File: src/rtl/ring_rand_arb.sv
`default_nettype none
// ============================================================================
// Module      : ring_rand_arb
// Description : Round-robin arbiter and sequencer for the random-access read
//               port of the 128-entry ring buffer in the frequency selector
//               datapath. One random read is in flight at a time; the sample
//               is captured and routed back to the winning requester. The
//               streaming read path is gated off while a random read is busy.
//
// Ports
//   clk            single clock
//   rst            synchronous reset, active-high
//   req            per-requester read request (level, held until response)
//   req_addr       packed per-requester addresses, slice i = [i*ADDR_W +: ADDR_W]
//   rsp_data       captured sample, qualified by a rsp_valid bit
//   rsp_valid      one-hot single-cycle completion pulse
//   rsp_err        one-hot single-cycle timeout-abort pulse
//   rand_rd_addr   ring random-read address
//   rand_rd_en     ring random-read enable
//   rand_rd_valid  ring random sample strobe
//   ring_dout      ring data output
//   ring_ready     ring streaming ready
//   stream_rd_en   downstream streaming read request
//   stream_ready   streaming ready, gated to IDLE
//   ring_rd_en     ring streaming read enable, gated to IDLE
//
// Revision    : 1.0  initial release
// ============================================================================
module ring_rand_arb #(
    parameter int N_REQ   = 4,
    parameter int ADDR_W  = 7,
    parameter int DATA_W  = 14,
    parameter int TIMEOUT = 64
) (
    input  logic                      clk,
    input  logic                      rst,
    input  logic [N_REQ-1:0]          req,
    input  logic [N_REQ*ADDR_W-1:0]   req_addr,
    output logic [DATA_W-1:0]         rsp_data,
    output logic [N_REQ-1:0]          rsp_valid,
    output logic [N_REQ-1:0]          rsp_err,
    output logic [ADDR_W-1:0]         rand_rd_addr,
    output logic                      rand_rd_en,
    input  logic                      rand_rd_valid,
    input  logic [DATA_W-1:0]         ring_dout,
    input  logic                      ring_ready,
    input  logic                      stream_rd_en,
    output logic                      stream_ready,
    output logic                      ring_rd_en
);

    localparam int c_IDX_W = (N_REQ > 1) ? $clog2(N_REQ) : 1;
    localparam int c_POS_W = c_IDX_W + 1;
    localparam int c_CNT_W = $clog2(TIMEOUT) + 1;

    localparam logic [1:0] c_ST_IDLE  = 2'd0;
    localparam logic [1:0] c_ST_ISSUE = 2'd1;
    localparam logic [1:0] c_ST_RESP  = 2'd2;

    localparam logic [c_CNT_W-1:0] c_TO_LAST  = c_CNT_W'(TIMEOUT - 1);
    localparam logic [c_IDX_W-1:0] c_IDX_LAST = c_IDX_W'(N_REQ - 1);
    localparam logic [c_POS_W-1:0] c_POS_N    = c_POS_W'(N_REQ);
    localparam logic [N_REQ-1:0]   c_ONE      = N_REQ'(1);

    logic [1:0]          r_state;
    logic [c_IDX_W-1:0]  r_rr_ptr;
    logic [c_IDX_W-1:0]  r_gnt_idx;
    logic [c_CNT_W-1:0]  r_to_cnt;
    logic [ADDR_W-1:0]   r_rand_rd_addr;
    logic                r_rand_rd_en;
    logic [DATA_W-1:0]   r_rsp_data;
    logic [N_REQ-1:0]    r_rsp_valid;
    logic [N_REQ-1:0]    r_rsp_err;

    logic                w_idle;
    logic                w_found;
    logic [c_IDX_W-1:0]  w_gnt;
    logic [c_POS_W-1:0]  w_pos;
    logic [ADDR_W-1:0]   w_addr;

    assign w_idle = (r_state == c_ST_IDLE);

    // Rotating priority search: first asserted request at or after r_rr_ptr,
    // wrapping modulo N_REQ. One extra bit on w_pos keeps the wrap compare
    // exact for non-power-of-two N_REQ.
    always_comb begin
        w_found = 1'b0;
        w_gnt   = '0;
        w_pos   = '0;
        for (int i = 0; i < N_REQ; i++) begin
            w_pos = {1'b0, r_rr_ptr} + c_POS_W'(i);
            if (w_pos >= c_POS_N) begin
                w_pos = w_pos - c_POS_N;
            end
            if (!w_found && req[w_pos[c_IDX_W-1:0]]) begin
                w_found = 1'b1;
                w_gnt   = w_pos[c_IDX_W-1:0];
            end
        end
    end

    // Address slice of the winning requester
    always_comb begin
        w_addr = '0;
        for (int i = 0; i < N_REQ; i++) begin
            if (w_gnt == c_IDX_W'(i)) begin
                w_addr = req_addr[i*ADDR_W +: ADDR_W];
            end
        end
    end

    always_ff @(posedge clk) begin
        if (rst) begin
            r_state        <= c_ST_IDLE;
            r_rr_ptr       <= '0;
            r_gnt_idx      <= '0;
            r_to_cnt       <= '0;
            r_rand_rd_addr <= '0;
            r_rand_rd_en   <= 1'b0;
            r_rsp_data     <= '0;
            r_rsp_valid    <= '0;
            r_rsp_err      <= '0;
        end else begin
            case (r_state)
                c_ST_IDLE: begin
                    if (w_found) begin
                        r_gnt_idx      <= w_gnt;
                        r_rand_rd_addr <= w_addr;
                        r_rand_rd_en   <= 1'b1;
                        r_to_cnt       <= '0;
                        r_state        <= c_ST_ISSUE;
                    end
                end
                c_ST_ISSUE: begin
                    if (r_to_cnt != c_TO_LAST) begin
                        r_to_cnt <= r_to_cnt + 1'b1;
                    end
                    // A sample arriving on the last timeout cycle still counts
                    if (rand_rd_valid) begin
                        r_rsp_data   <= ring_dout;
                        r_rsp_valid  <= c_ONE << r_gnt_idx;
                        r_rand_rd_en <= 1'b0;
                        r_state      <= c_ST_RESP;
                    end else if (r_to_cnt == c_TO_LAST) begin
                        r_rsp_err    <= c_ONE << r_gnt_idx;
                        r_rand_rd_en <= 1'b0;
                        r_state      <= c_ST_RESP;
                    end
                end
                c_ST_RESP: begin
                    // Enable is already low here, so the ring's random
                    // counter finishing this cycle cannot re-trigger a read.
                    r_rsp_valid <= '0;
                    r_rsp_err   <= '0;
                    r_rr_ptr    <= (r_gnt_idx == c_IDX_LAST) ? '0 : r_gnt_idx + 1'b1;
                    r_state     <= c_ST_IDLE;
                end
                default: begin
                    r_state <= c_ST_IDLE;
                end
            endcase
        end
    end

    assign rsp_data     = r_rsp_data;
    assign rsp_valid    = r_rsp_valid;
    assign rsp_err      = r_rsp_err;
    assign rand_rd_addr = r_rand_rd_addr;
    assign rand_rd_en   = r_rand_rd_en;
    assign stream_ready = ring_ready & w_idle;
    assign ring_rd_en   = stream_rd_en & w_idle;

endmodule
`default_nettype wire

File: config.mk
export PLATFORM = sky130hd
export DESIGN_NAME = ring_rand_arb
export DESIGN_NICKNAME = d
export VERILOG_FILES = /design/src/rtl/ring_rand_arb.sv
export SDC_FILE = /design/constraint.sdc
export NUM_CORES = 1
export LEC_CHECK = 0
export BUFFER_PORTS_ARGS = -buffer_cell sky130_fd_sc_hd__buf_2
export CORE_AREA = 2 2 82 84
export CTS_CLUSTER_DIAMETER = 120
export CTS_CLUSTER_SIZE = 30
export DETAILED_ROUTE_END_ITERATION = 10
export DIE_AREA = 0 0 84 86
export GPL_TIMING_DRIVEN = 0
export SKIP_LAST_GASP = 1
export SLEW_MARGIN = 40
export SYNTH_ARGS = -nofsm -noshare
export SYNTH_HDL_FRONTEND = slang
export SYNTH_SLANG_ARGS = --single-unit
File: constraint.sdc
create_clock -name clk -period 4.1 [get_ports clk]
set_input_delay 0.82 -clock clk [delete_from_list [all_inputs] [get_ports clk]]
set_output_delay 0.82 -clock clk [all_outputs]
set_load 0.01 [all_outputs]
==> results.md <==
- Hold-fix buffers, CTS: 0
- Final Hold Vio Count: 0
- Ant diodes: 0
- Number of flops mapped to enable cells by yosys: 0
- Die W: about 84 um
- Final Slew Violations: 0
- Site Rows: 29
- Sequential share of the synthesized area: between 40% and 50%
- Clk pwr share: between 30% and 40%
- Port Buffer Count: 80
- Starting DRT DRC Count: around 120
- Setup ws final: between 1.5 and 2 ns
- CP max stage cell: nor4_2
- Critical-path cell list: buf_2 > nor4_2 > nand2b_1 > buf_2 > nor4_1 > nor4_1
- Pre-CTS WS: roughly 1.6 ns
- RSZ-0062 raised after global routing: no
- Most frequent cell after synthesis: dfxtp_1
- Avg Cell Area, Syn: roughly 8.3 um2
- Setup Buffers After CTS: 0
- Crit path max-delay family: simple AND/OR/NAND/NOR gates
- CTS Buf Count: 5
- Max-cap viol count: 0
- Gp weighted congestion: roughly 0.8
- Clock sink count: 43
- Dpl cells: between 400 and 500
- Combinational share of power: 22.9%
- Die ar.: approximately 0.0072 mm2
- Peak supply drop: between 0.15 and 0.2 mV
- Routed Antenna Nets: 0
- Yosys reg bits: 43
- Worst path buffer plus inverter count: 2
- Switching pwr: approximately 0.3 mW
- Post-synth top flop: dfxtp_1
- Final setup vio count: 0
- Area delta synth->final: 28.4%
- Synth Instances: between 200 and 300
- Post-Syn Nets: between 300 and 400
- Core ar.: around 0.0063 mm2
- Gr usage total: 14.9%
- Relative slew slack: between 50 and 60%
- Worst-Margin Slew: about 0.66 ns
- Crit Path Class: in -> reg
- Setup TNS: 0 ns
- Crit path launch type: input port
- Die H: approximately 86 um
- Initial antenna violation count: 0
- Status: completed
- Number of global-route vias before repair: 1976
- Period minus WS final: 2.23 ns
- Worst hold-check path type: reg -> reg
- Sw Ratio: between 20% and 30%
- Slowest stage delay, CP: 0.57 ns
- Ports: 83
- Pin count of the biggest net entering global routing: 15
- Drt pass-1 iters: 4
- Synthesis Warnings: 0
- DR vias/cell: 5.01
- First-pass GRT wire length: 8.91 mm
- Nets@finish: roughly 400
- Critical Path RT: roughly 4.3 ns
- DRC violations left: 0
- Netlist area before placement: 0.00215 mm2
- Final WL: ~5.3 mm
- Setup crit end kind: flop
- Leakage: 1.19 nW
- Vias: approximately 2.1k
- Flop pwr share: about 45%
- Synth cell count leaders: 43 x dfxtp_1, 41 x nand2_1, 28 x a21oi_1
- Arr. time, crit path: 2.44 ns
- Clk Tree Root Cell: clkbuf_8
- Top cells by area, synth: dfxtp_1 40%, nand2_1 7.2%, a21oi_1 6.5%, mux2i_1 6.5%, ha_1 4.7%
- # fillers: ~650
- Crit share post-route: 54.5%
- Largest buffer count on any clock path: 2
- Clock skew: roughly 0.0075 ns
- DP HPWL: about 3.9 mm
- Drt wl/cell: around 12 um
- Dominant cell type by area after synthesis: dfxtp_1
- # resized after CTS: 0
- Reg clk slew, reported paths: approximately 0.090 ns
- CTS tree: done
- Initial Util: about a third
- Asr flop ratio synth: 0%
- Yosys top cell area share: around 40%
- Fmax: between 400 and 500 MHz
- Max H-tree Level: 2
- PD cells: ~380 mW/mm2
- Clk_lat worst skew: approximately 0.30 ns
- Final Instance Count excl. Fillers: between 400 and 500
- Unique masters post-synth: 41
- Crit-path max FO: 10
- Layout cells sized above 1: roughly 29%
- Internal Power: around 0.73 mW
- Gr ovfl total: 0
- Hold Slack: 0.455 ns
metrics by stage:
stage	power, mW	cell area, um2	utilization, %
floorplan	0.626	2150	-
global placement	0.709	2640	42.1
detailed placement	0.711	2640	42.1
CTS	1.05	2760	43.9
global route	1.10	2760	43.9
finish	1.04	2760	43.9
final cells by class:
class                           count  area, um2  share of cell area (%)
Clock buffer                        5       68.8                    2.50
Clock inverter                      3       43.8                    1.59
Sequential cell                    43        861                    31.2
Tap cell                           77       96.3                    3.50
Timing Repair Buffer               80        400                    14.5
Multi-Input combinational cell    190       1190                    43.1
Inverter                           10       37.5                    1.36
Buffer                             14       60.1                    2.18
placed cells by master (no fill, tap or decap), drive strengths merged, types with 5 or more instances in the layout:
master  instances
a21oi          28
and2            5
buf            84
clkbuf         15
dfxtp          43
ha              8
inv            10
mux2i          14
nand2          41
nand2b          7
nand3           9
nor2           23
nor4            8
o21ai           5
o221ai          5
worst paths after layout:
check,from,end,slack [ns],cells after the start
hold / removal,rsp_data[10],rsp_data[10],0.46,2
setup reg to reg,r_to_cnt[0],r_to_cnt[1],2.15,6
setup / recovery,req[0],rand_rd_addr[4],1.87,6
hold reg to reg,rsp_data[10],rsp_data[10],0.46,2
worst min-delay path, cell delays in order, from the launching register on:
cell     delay (ns)
dfxtp_1        0.31
nand2_1        0.05
a21oi_1        0.05
power by group through the flow:
stage,Clock (mW),Sequential [mW],Combinational [mW]
floorplan,0,0.484,0.142
global placement,0,0.474,0.234
detailed placement,0,0.474,0.236
CTS,0.342,0.465,0.238
global route,0.361,0.469,0.266
finish,0.333,0.465,0.238
metal layers:
metal | global-route usage [%] | up-vias | part of all wire, %
met2 | 25.1 | 67 | 47
li1 | - | 1079 | -
met5 | 0 | - | 0
met1 | 19.1 | 959 | 46
met3 | 3.37 | 8 | 5.8
met4 | 4.69 | 0 | 1.3
state kept, by name, indices dropped and copies added (netlist names):
signal / cells
rsp_data: 14
r_to_cnt: 7
rand_rd_addr: 7
rsp_err: 4
rsp_valid: 4
r_gnt_idx: 2
r_rr_ptr: 2
r_state: 2
rand_rd_en: 1
cell families (layout without fill, tap and decap cells):
family,Yosys count,count (layout),synth area share (%)
AOI/OAI and AO/OA,62,62,19.3
xor gates and xnor gates,4,4,1.63
adders and majority gates,8,8,4.66
buffers and inverters,24,112,4.55
DFF,43,43,40.1
muxes,16,16,7.75
and+or+nand+nor,100,100,22.0
Power figures use the tool's default switching activity.
